<file path="src/rtl/fire_expand1_sched_if.sv">
// State encoding shared by the expand1 scheduler; the handshake interface is in fire_expand1_sif.sv.
// Five-state pass FSM: IDLE, RUN, GAP, FLUSH, DONE.
package fire_expand1_sched_pkg;
  typedef enum logic [2:0] {
    S_IDLE  = 3'd0,
    S_RUN   = 3'd1,
    S_GAP   = 3'd2,
    S_FLUSH = 3'd3,
    S_DONE  = 3'd4
  } state_t;
endpackage

</file>
<file path="src/rtl/fire_expand1_sif.sv">
// Handshake bundle between the expand1 scheduler and its environment.
// master = scheduler side, slave = controller / RAM side.
interface fire_expand1_sched_if #(
  parameter int WOUT = 64,
  parameter int CHIN = 16
);
  localparam int NPIX = WOUT * WOUT;
  localparam int AW   = $clog2(NPIX * CHIN);
  localparam int PW   = $clog2(NPIX);

  logic          start;
  logic          layer_sel;
  logic          abort;
  logic          wr_ready;
  logic          fire2_en;
  logic          fire3_en;
  logic          ifm_rd_en;
  logic [AW-1:0] ifm_addr;
  logic          wr_en;
  logic [PW-1:0] wr_addr;
  logic          busy;
  logic          done;

  modport master (
    input  start, layer_sel, abort, wr_ready,
    output fire2_en, fire3_en, ifm_rd_en, ifm_addr, wr_en, wr_addr, busy, done
  );

  modport slave (
    output start, layer_sel, abort, wr_ready,
    input  fire2_en, fire3_en, ifm_rd_en, ifm_addr, wr_en, wr_addr, busy, done
  );
endinterface

</file>
<file path="src/rtl/fire_expand1_sched.sv">
// Expand1 layer scheduler: walks pixels x channels of the squeeze RAM, one MAC-clear slot per pixel.
// Latency NPIX*(CHIN+1)+2 unstalled; a pending result write stalls the next GAP until wr_ready.
module fire_expand1_sched
  import fire_expand1_sched_pkg::*;
#(
  parameter int WOUT = 64,
  parameter int CHIN = 16
) (
  input  logic                  clk,
  input  logic                  rst,
  fire_expand1_sched_if.master  bus
);
  localparam int NPIX = WOUT * WOUT;
  localparam int AW   = $clog2(NPIX * CHIN);
  localparam int PW   = $clog2(NPIX);
  localparam int CW   = (CHIN > 1) ? $clog2(CHIN) : 1;

  state_t        state_q;
  logic          sel_q;
  logic [CW-1:0] ch_q;
  logic [PW-1:0] pix_q;
  logic [AW-1:0] addr_q;
  logic [PW-1:0] wr_addr_q;
  logic          pend_q;
  logic          stall_q;

  logic          last_ch;
  logic          last_pix;
  logic [CW-1:0] ch_d;
  logic          active;

  assign last_ch  = (ch_q == CW'(CHIN - 1));
  assign last_pix = (pix_q == PW'(NPIX - 1));
  assign ch_d     = last_ch ? '0 : ch_q + 1'b1;

  // The first GAP cycle is the MAC clear slot; extra GAP cycles are stall and keep the datapath idle.
  assign active = (state_q == S_RUN) || ((state_q == S_GAP) && !stall_q);

  always_ff @(posedge clk or negedge rst) begin
    if (!rst) begin
      state_q   <= S_IDLE;
      sel_q     <= 1'b0;
      ch_q      <= '0;
      pix_q     <= '0;
      addr_q    <= '0;
      wr_addr_q <= '0;
      pend_q    <= 1'b0;
      stall_q   <= 1'b0;
    end else begin
      if (pend_q && bus.wr_ready) pend_q <= 1'b0;
      case (state_q)
        S_IDLE: begin
          if (bus.start) begin
            sel_q   <= bus.layer_sel;
            ch_q    <= '0;
            pix_q   <= '0;
            addr_q  <= '0;
            stall_q <= 1'b0;
            state_q <= S_RUN;
          end
        end
        S_RUN: begin
          ch_q    <= ch_d;
          stall_q <= 1'b0;
          if (!(last_ch && last_pix)) addr_q <= addr_q + 1'b1;
          if (last_ch) state_q <= S_GAP;
        end
        S_GAP: begin
          if (pend_q && !bus.wr_ready) begin
            stall_q <= 1'b1;
          end else begin
            stall_q   <= 1'b0;
            pend_q    <= 1'b1;
            wr_addr_q <= pix_q;
            if (last_pix) begin
              state_q <= S_FLUSH;
            end else begin
              pix_q   <= pix_q + 1'b1;
              state_q <= S_RUN;
            end
          end
        end
        S_FLUSH: begin
          if (!pend_q || bus.wr_ready) state_q <= S_DONE;
        end
        S_DONE: begin
          state_q <= S_IDLE;
        end
        default: begin
          state_q <= S_IDLE;
        end
      endcase
      if (bus.abort && (state_q != S_IDLE)) begin
        state_q   <= S_IDLE;
        pend_q    <= 1'b0;
        stall_q   <= 1'b0;
        ch_q      <= '0;
        pix_q     <= '0;
        addr_q    <= '0;
        wr_addr_q <= '0;
      end
    end
  end

  assign bus.fire2_en  = active && !sel_q;
  assign bus.fire3_en  = active && sel_q;
  assign bus.ifm_rd_en = (state_q == S_RUN);
  assign bus.ifm_addr  = addr_q;
  assign bus.wr_en     = pend_q;
  assign bus.wr_addr   = wr_addr_q;
  assign bus.busy      = (state_q != S_IDLE);
  assign bus.done      = (state_q == S_DONE);
endmodule
</file>
<file path="src/flat_wrapper.sv">
// flat-port wrapper written by rule: the top's interface ports become plain ports
module fire_expand1_sched_flat import fire_expand1_sched_pkg::*;
#(
  parameter int WOUT = 64,
  parameter int CHIN = 16
)
  (clk, rst, bus_start, bus_layer_sel, bus_abort, bus_wr_ready, bus_fire2_en, bus_fire3_en, bus_ifm_rd_en, bus_ifm_addr, bus_wr_en, bus_wr_addr, bus_busy, bus_done);
  fire_expand1_sched_if #(.WOUT(WOUT), .CHIN(CHIN)) bus_i ();
  input  logic clk;
  input  logic rst;
  input wire logic [$bits(bus_i.start)-1:0] bus_start;
  input wire logic [$bits(bus_i.layer_sel)-1:0] bus_layer_sel;
  input wire logic [$bits(bus_i.abort)-1:0] bus_abort;
  input wire logic [$bits(bus_i.wr_ready)-1:0] bus_wr_ready;
  output wire logic [$bits(bus_i.fire2_en)-1:0] bus_fire2_en;
  output wire logic [$bits(bus_i.fire3_en)-1:0] bus_fire3_en;
  output wire logic [$bits(bus_i.ifm_rd_en)-1:0] bus_ifm_rd_en;
  output wire logic [$bits(bus_i.ifm_addr)-1:0] bus_ifm_addr;
  output wire logic [$bits(bus_i.wr_en)-1:0] bus_wr_en;
  output wire logic [$bits(bus_i.wr_addr)-1:0] bus_wr_addr;
  output wire logic [$bits(bus_i.busy)-1:0] bus_busy;
  output wire logic [$bits(bus_i.done)-1:0] bus_done;
  assign bus_i.start = bus_start;
  assign bus_i.layer_sel = bus_layer_sel;
  assign bus_i.abort = bus_abort;
  assign bus_i.wr_ready = bus_wr_ready;
  assign bus_fire2_en = bus_i.fire2_en;
  assign bus_fire3_en = bus_i.fire3_en;
  assign bus_ifm_rd_en = bus_i.ifm_rd_en;
  assign bus_ifm_addr = bus_i.ifm_addr;
  assign bus_wr_en = bus_i.wr_en;
  assign bus_wr_addr = bus_i.wr_addr;
  assign bus_busy = bus_i.busy;
  assign bus_done = bus_i.done;
  fire_expand1_sched #(.WOUT(WOUT), .CHIN(CHIN)) u_core (.clk(clk), .rst(rst), .bus(bus_i));
endmodule
</file>
<file path="config.mk">
export PLATFORM = sky130hd
export DESIGN_NAME = fire_expand1_sched_flat
export DESIGN_NICKNAME = d
export VERILOG_FILES = /design/src/rtl/fire_expand1_sched_if.sv /design/src/rtl/fire_expand1_sif.sv /design/src/rtl/fire_expand1_sched.sv /design/src/flat_wrapper.sv
export SDC_FILE = /design/constraint.sdc
export NUM_CORES = 1
export LEC_CHECK = 0
export BUFFER_PORTS_ARGS = -buffer_cell sky130_fd_sc_hd__buf_2
export CAP_MARGIN = 20
export CELL_PAD_IN_SITES_DETAIL_PLACEMENT = 1
export CELL_PAD_IN_SITES_GLOBAL_PLACEMENT = 2
export CORE_MARGIN = 2
export CORE_UTILIZATION = 35
export CTS_BUF_LIST = sky130_fd_sc_hd__clkbuf_16
export DETAILED_ROUTE_END_ITERATION = 8
export PLACE_DENSITY_LB_ADDON = 0.1
export SLEW_MARGIN = 20
export SYNTH_ARGS = -nofsm -noshare
export SYNTH_HDL_FRONTEND = slang
export SYNTH_SLANG_ARGS = --single-unit
</file>
<file path="constraint.sdc">
create_clock -name clk -period 2.29 [get_ports clk]
set_input_delay 0.1145 -clock clk [delete_from_list [all_inputs] [get_ports clk]]
set_output_delay 0.1145 -clock clk [all_outputs]
set_load 0.01 [all_outputs]
</file>
==> After elaboration in Yosys (flattened, before gate mapping) <==
Cells that the tools add are included.
{ "word_totals": {"elab_cells": 81, "register_bits": 50, "out_inout_bits": 34, "input_bits": 6} }
{ "op_classes": {"muxes": 31, "eq_ne": 13, "n_addsub": 3, "n_reduce_logical": 26} }
{ "op_table": {"columns": ["cell", "n"], "rows": [
  ["$mux 12", 7],
  ["$mux 16", 3],
  ["$pmux 16 s2", 1],
  ["$pmux 12 s2", 1],
  ["$add 16x1->16 const B", 1],
  ["$mux 3", 5],
  ["$add 12x1->12 const B", 1],
  ["$eq 12x12->1 const B", 1],
  ["$mux 4", 3],
  ["$pmux 3 s4", 1],
  ["$ne 3x3->1 const B", 3],
  ["$reduce_bool 3->1", 3],
  ["$pmux 4 s2", 1],
  ["$reduce_and 2->1", 4],
  ["$reduce_and 4->1", 2],
  ["$logic_and 1x1->1", 7],
  ["$mux 1", 7],
  ["$eq 3x2->1 const B", 2],
  ["$ne 3x1->1 const B", 2],
  ["$add 4x1->4 const B", 1],
  ["$eq 4x4->1 const B", 1],
  ["$logic_not 1->1", 4],
  ["$reduce_bool 4->1", 1],
  ["$eq 3x1->1 const B", 1],
  ["other kinds (9)", 10]
]} }

==> Depth between registers and ports, before layout <==
{ "logic_depth": {"ltp_word": 5, "mapped_depth": 8, "depth_no_buf": 6} }

==> Worst setup path before layout <==
OpenSTA, ideal clock, no wires.
{ "synth_path": {"path_kind": "register to register", "start": "register u_core.pix_q[0]", "end": "register u_core.addr_q[11], in the netlist u_core.bus.ifm_addr[11]", "required_time_ps": 2211, "n_path_buf": 1, "path_stages_with_launch": 8, "synth_period_minus_slack_ps": 1871, "slack_ps": 419, "t_arrival_ps": 1792, "setup_ps": 79, "cell_sequence": "dfrtp_1 ha_1 nand3_1 nor3_1 buf_4 a21o_4 or4_1 a21oi_1"} }
{ "synth_between": {"elab_chain_len": 4} }
{ "synth_rtl": {"columns": ["element", "line_no", "source"], "rows": [
  ["from (decl)", "fire_expand1_sched.sv:21", "logic [PW-1:0] pix_q;"],
  ["from (signal assigned)", "fire_expand1_sched.sv:78", "pix_q <= pix_q + 1'b1;"],
  ["$eq 12x12->1", "fire_expand1_sched.sv:33", "assign last_pix = (pix_q == PW'(NPIX - 1));"],
  ["$logic_and 1x1->1", "fire_expand1_sched.sv:65", "if (!(last_ch && last_pix)) addr_q <= addr_q + 1'b1;"],
  ["$ne 3x3->1 (no line)", null, null],
  ["$reduce_and 3->1 (no line)", null, null],
  ["to (signal assigned)", "fire_expand1_sched.sv:65", null],
  ["to (decl)", "fire_expand1_sched.sv:22", "logic [AW-1:0] addr_q;"]
]} }
Every way passes these cells.
A chain may end at the register's enable or synchronous reset.

==> Final worst setup path <==
{ "layout_path": {"start": "register u_core.state_q[1]", "end": "register u_core.addr_q[15], in the netlist u_core.bus.ifm_addr[15]"} }
{ "layout_between": {"elab_chain_len": 4, "elab_cells_between_ends": 10, "classes_between": "eq/ne (3); mux (2); reduce/logical (5)"} }
{ "layout_rtl": {"columns": ["element", "line_no", "source"], "rows": [
  ["from (decl)", "fire_expand1_sched.sv:18", "state_t state_q;"],
  ["from (signal assigned)", "fire_expand1_sched.sv:41", "state_q <= S_IDLE;"],
  ["from (signal assigned)", "fire_expand1_sched.sv:59", "state_q <= S_RUN;"],
  ["from (signal assigned)", "fire_expand1_sched.sv:66", "if (last_ch) state_q <= S_GAP;"],
  ["$reduce_bool 3->1", "fire_expand1_sched.sv:93", "if (bus.abort && (state_q != S_IDLE)) begin"],
  ["$logic_and 1x1->1", "fire_expand1_sched.sv:93", null],
  ["$ne 3x3->1 (no line) (tied with other cells)", null, null],
  ["$reduce_and 3->1 (no line)", null, null]
]} }
Several ways; a longest one is shown, not always the timed one.

==> results.ini <==
[clock_network]
worst_setup_hold_path_clk_slew_ns = 0.07
cts_sinks = 50
cts.path.max_buffers = 2
cts_tree = done
buffers_inserted_during_post_cts_setup_optimization = 0
cts-htree-levels = 2
tritoncts.num_buffers = 5
root_buffer = sky130_fd_sc_hd__clkbuf_16
worst_skew_pair.late_latency_ns = 0.29

[setup_path]
r2r-start = u_core.state_q[1]
critical_path_peak_fanout = 13
startpoint = u_core.state_q[1]
critPathKind = flop to flop
setup.worst_path.end_class = flop
worstPathCellList = or4_1, o21ai_2, nor2_1, a311oi_1, a41o_1
critical-path-top-delay-family = simple AND/OR/NAND/NOR gates
max_stage_delay_ns = 0.60
worst_path_max_delay_cell = sky130_fd_sc_hd__or4_1
critPathArrivalTime_ns = 2.31
critPathRequiredTime_ns = 2.52
sum_of_buffers_and_inverters_on_the_critical_path = 0
timing.critical_path.from_type = flop

[timing]
fmax_mhz = 481
final-hold-violation-count = 0
clock_skew_ns = 0.00497
unrepaired_setup_endpoints_after_global_routing = false
worst_hold_slack_ns = 0.0578
slew_viol_final = 0
final_critical_path_setup_slack_ns = 0.210
worst_slew_pin_slew_ns = 0.583
setup_viol = 0
final_clock_period_utilization_by_the_worst_path_pct = 90.8
final_period_minus_worst_setup_slack_ns = 2.08
finalSetupTns_ns = 0
slew_headroom_pct = 61.0

[drt]
post-route-drc-count = 0
route.antenna.remaining_nets = 0
post_drt_via_cell_ratio = 5.33
totalWireLength_um = 7010
vias = 2320
route.detailed.wl_per_inst_um = 16.1
drtIter0Drc = 81
drt_pass1_iterations = 4

[yosys]
postSynth.asyncResetShare_pct = 100
yosysWarningCount = 0
synthesis.area_per_instance_um2 = 9.16
synth_enable_flop_cells = 0
synth_cell_types = 48
seq_area_frac_synth_pct = 46.9
synthesis.nets = 300
number_of_instances_in_the_synthesized_netlist = 291
ys_ff_latch = 50
synth_flop_cell = sky130_fd_sc_hd__dfrtp_1
synth.cell_area_mm2 = 0.00267

[finish]
areaGrowthSynthToFinish_pct = 19.2
instances_no_fill = 435
fraction_of_layout_instances_using_a_drive_strength_above_1_pct = 20.8
final_core_util_pct = 43.3
layout.cells.most_common = sky130_fd_sc_hd__dfrtp_1
antenna_cells_inserted = 0
n_fill_cell = 865
mostFrequentLayoutCells = sky130_fd_sc_hd__dfrtp_1 (50), sky130_fd_sc_hd__nand2_1 (47), sky130_fd_sc_hd__buf_2 (39), sky130_fd_sc_hd__nor2_1 (27), sky130_fd_sc_hd__o21ai_0 (27)
nNetsFinal = 344

[global_routing]
wire_length_of_the_first_global_routing_pass_um = 11900
antenna_found_initial = 0
globalRouteTotalUtil_pct = 17.7
first_global_vias = 2291
overflow = 0
grt_max_degree = 20

[pwr]
powerDensity_mw_per_mm2 = 655
leakagePower_nw = 1.49
irDropWorstVdd_v = 0.000259

[status]
run_status = finished, final reports clean

[place]
final_estimated_routing_congestion_in_global_placement = 0.766
post-place-cells = 426
io_buffers = 39
detailedPlace.worstSlack_ns = 0.242
dp_hpwl_um = 4970

[floorplanning]
die_area_mm2 = 0.00833
ios = 40
rows = 31
floorplan.die.width_um = 91.3
floorplan.initialDensity_pct = 36.4
floorplan.core_area_mm2 = 0.00733
die_boundary_height_um = 91.3

[hold_path]
worstHoldStart = bus_layer_sel
hp-class = primary input to flop

[job]
timing.max_cap.violations = 0

==> state kept, by name, summed over array words and instances (netlist names) <==
signal               count
u_core.ch_q              4
u_core.state_q           3
u_core.pix_q            12
u_core.sel_q             1
u_core.bus.wr_en         1
u_core.bus.wr_addr      12
u_core.stall_q           1
u_core.bus.ifm_addr     16
==> report_power, final <==
part,total (mW),leakage [nW],internal [mW],switching [mW]
logic,0.199,0.702,0.0730,0.126
clock network,0.963,0.0915,0.623,0.340
registers,0.918,0.692,0.899,0.0193
==> routing by layer <==
layer | vias up | GRT usage, % | part of all wire [%]
met2 | 31 | 27.3 | 45
met1 | 1148 | 26.0 | 52
met4 | 0 | 4.17 | 0.88
met5 | - | 0 | 0
li1 | 1137 | - | -
met3 | 4 | 2.82 | 2.2
==> path summary, 6_finish.rpt <==
kind / slack, ns / depth (start not counted) / to
worst max register to register: 0.21 / 5 / u_core.bus.ifm_addr[15]
worst max-delay path: 0.21 / 5 / u_core.bus.ifm_addr[15]
min in group asynchronous: 0.29 / 2 / u_core.bus.wr_addr[3]
max in group asynchronous: 1.38 / 3 / u_core.state_q[1]
worst min register to register: 0.52 / 2 / u_core.bus.wr_addr[5]
worst min-delay path: 0.06 / 2 / u_core.sel_q
==> per-stage QoR <==
step	cell area (µm²)	total power [mW]
after floorplan	2670	1.06
after global placement	2980	1.13
after detailed placement	2980	1.14
after CTS	3170	2.11
after global routing	3180	2.17
final	3180	2.08
==> kinds of logic (layout without fill, tap and decap cells) <==
logic type / after synthesis / count (layout) / share of synthesized area, %
XOR/XNOR: 5 / 5 / 1.64
buffers and inverters: 18 / 63 / 4.27
AND/OR/NAND/NOR: 130 / 130 / 24.2
AO/OA/AOI/OAI: 83 / 83 / 20.7
multiplexers: 2 / 2 / 0.845
flip-flops: 50 / 50 / 46.9
adder cells (fa/ha/maj): 3 / 3 / 1.41
==> synthesized netlist by cell type, types with 2 or more instances <==
cell type                    n  share of area, %
sky130_fd_sc_hd__dfrtp_1    50                47
sky130_fd_sc_hd__nand2_1    47               6.6
sky130_fd_sc_hd__nor2_1     27               3.8
sky130_fd_sc_hd__o21ai_0    27               5.1
sky130_fd_sc_hd__a21oi_1    24               4.5
sky130_fd_sc_hd__nand3_1    13               2.4
sky130_fd_sc_hd__nor3_1      7               1.3
sky130_fd_sc_hd__o31ai_1     7               2.0
sky130_fd_sc_hd__clkbuf_1    6              0.85
sky130_fd_sc_hd__and3_1      5               1.2
sky130_fd_sc_hd__buf_6       5               2.1
sky130_fd_sc_hd__nand2b_1    5               1.2
sky130_fd_sc_hd__nand4_1     5               1.2
sky130_fd_sc_hd__or3_1       5               1.2
sky130_fd_sc_hd__xnor2_1     5               1.6
sky130_fd_sc_hd__a31oi_1     4              0.94
sky130_fd_sc_hd__and2_1      4              0.94
sky130_fd_sc_hd__buf_2       4              0.75
sky130_fd_sc_hd__or4_1       4               1.1
sky130_fd_sc_hd__ha_1        3               1.4
sky130_fd_sc_hd__a2111oi_0   2              0.66
sky130_fd_sc_hd__a2111oi_1   2              0.75
sky130_fd_sc_hd__a21o_1      2              0.56
sky130_fd_sc_hd__inv_1       2              0.28
sky130_fd_sc_hd__mux2_2      2              0.85
sky130_fd_sc_hd__o22a_1      2              0.66
==> final cells by class <==
| type | count | area (µm²) | share of cell area [%] |
|---|---|---|---|
| Multi-Input combinational cell | 223 | 1300 | 41.0 |
| Sequential cell | 50 | 1250 | 39.4 |
| Timing Repair Buffer | 53 | 303 | 9.53 |
| Clock buffer | 5 | 125 | 3.94 |
| Tap cell | 99 | 124 | 3.90 |
| Clock inverter | 3 | 63.8 | 2.01 |
| Inverter | 2 | 7.51 | 0.236 |
==> worst reg2reg max path, delay by kind of cell (launching register included) <==
family / cells / cell delay (ns)
flip-flops: 1 / 0.51
AO/OA/AOI/OAI: 3 / 0.65
AND/OR/NAND/NOR: 2 / 0.86
==> timing repair <==
action / CTS / global route
gates resized for setup: 0 / 2
hold endpoints to repair: 16 / 0
setup endpoints to repair: 0 / 2
hold buffers: 1 / 0
Power figures use the tool's default switching activity.
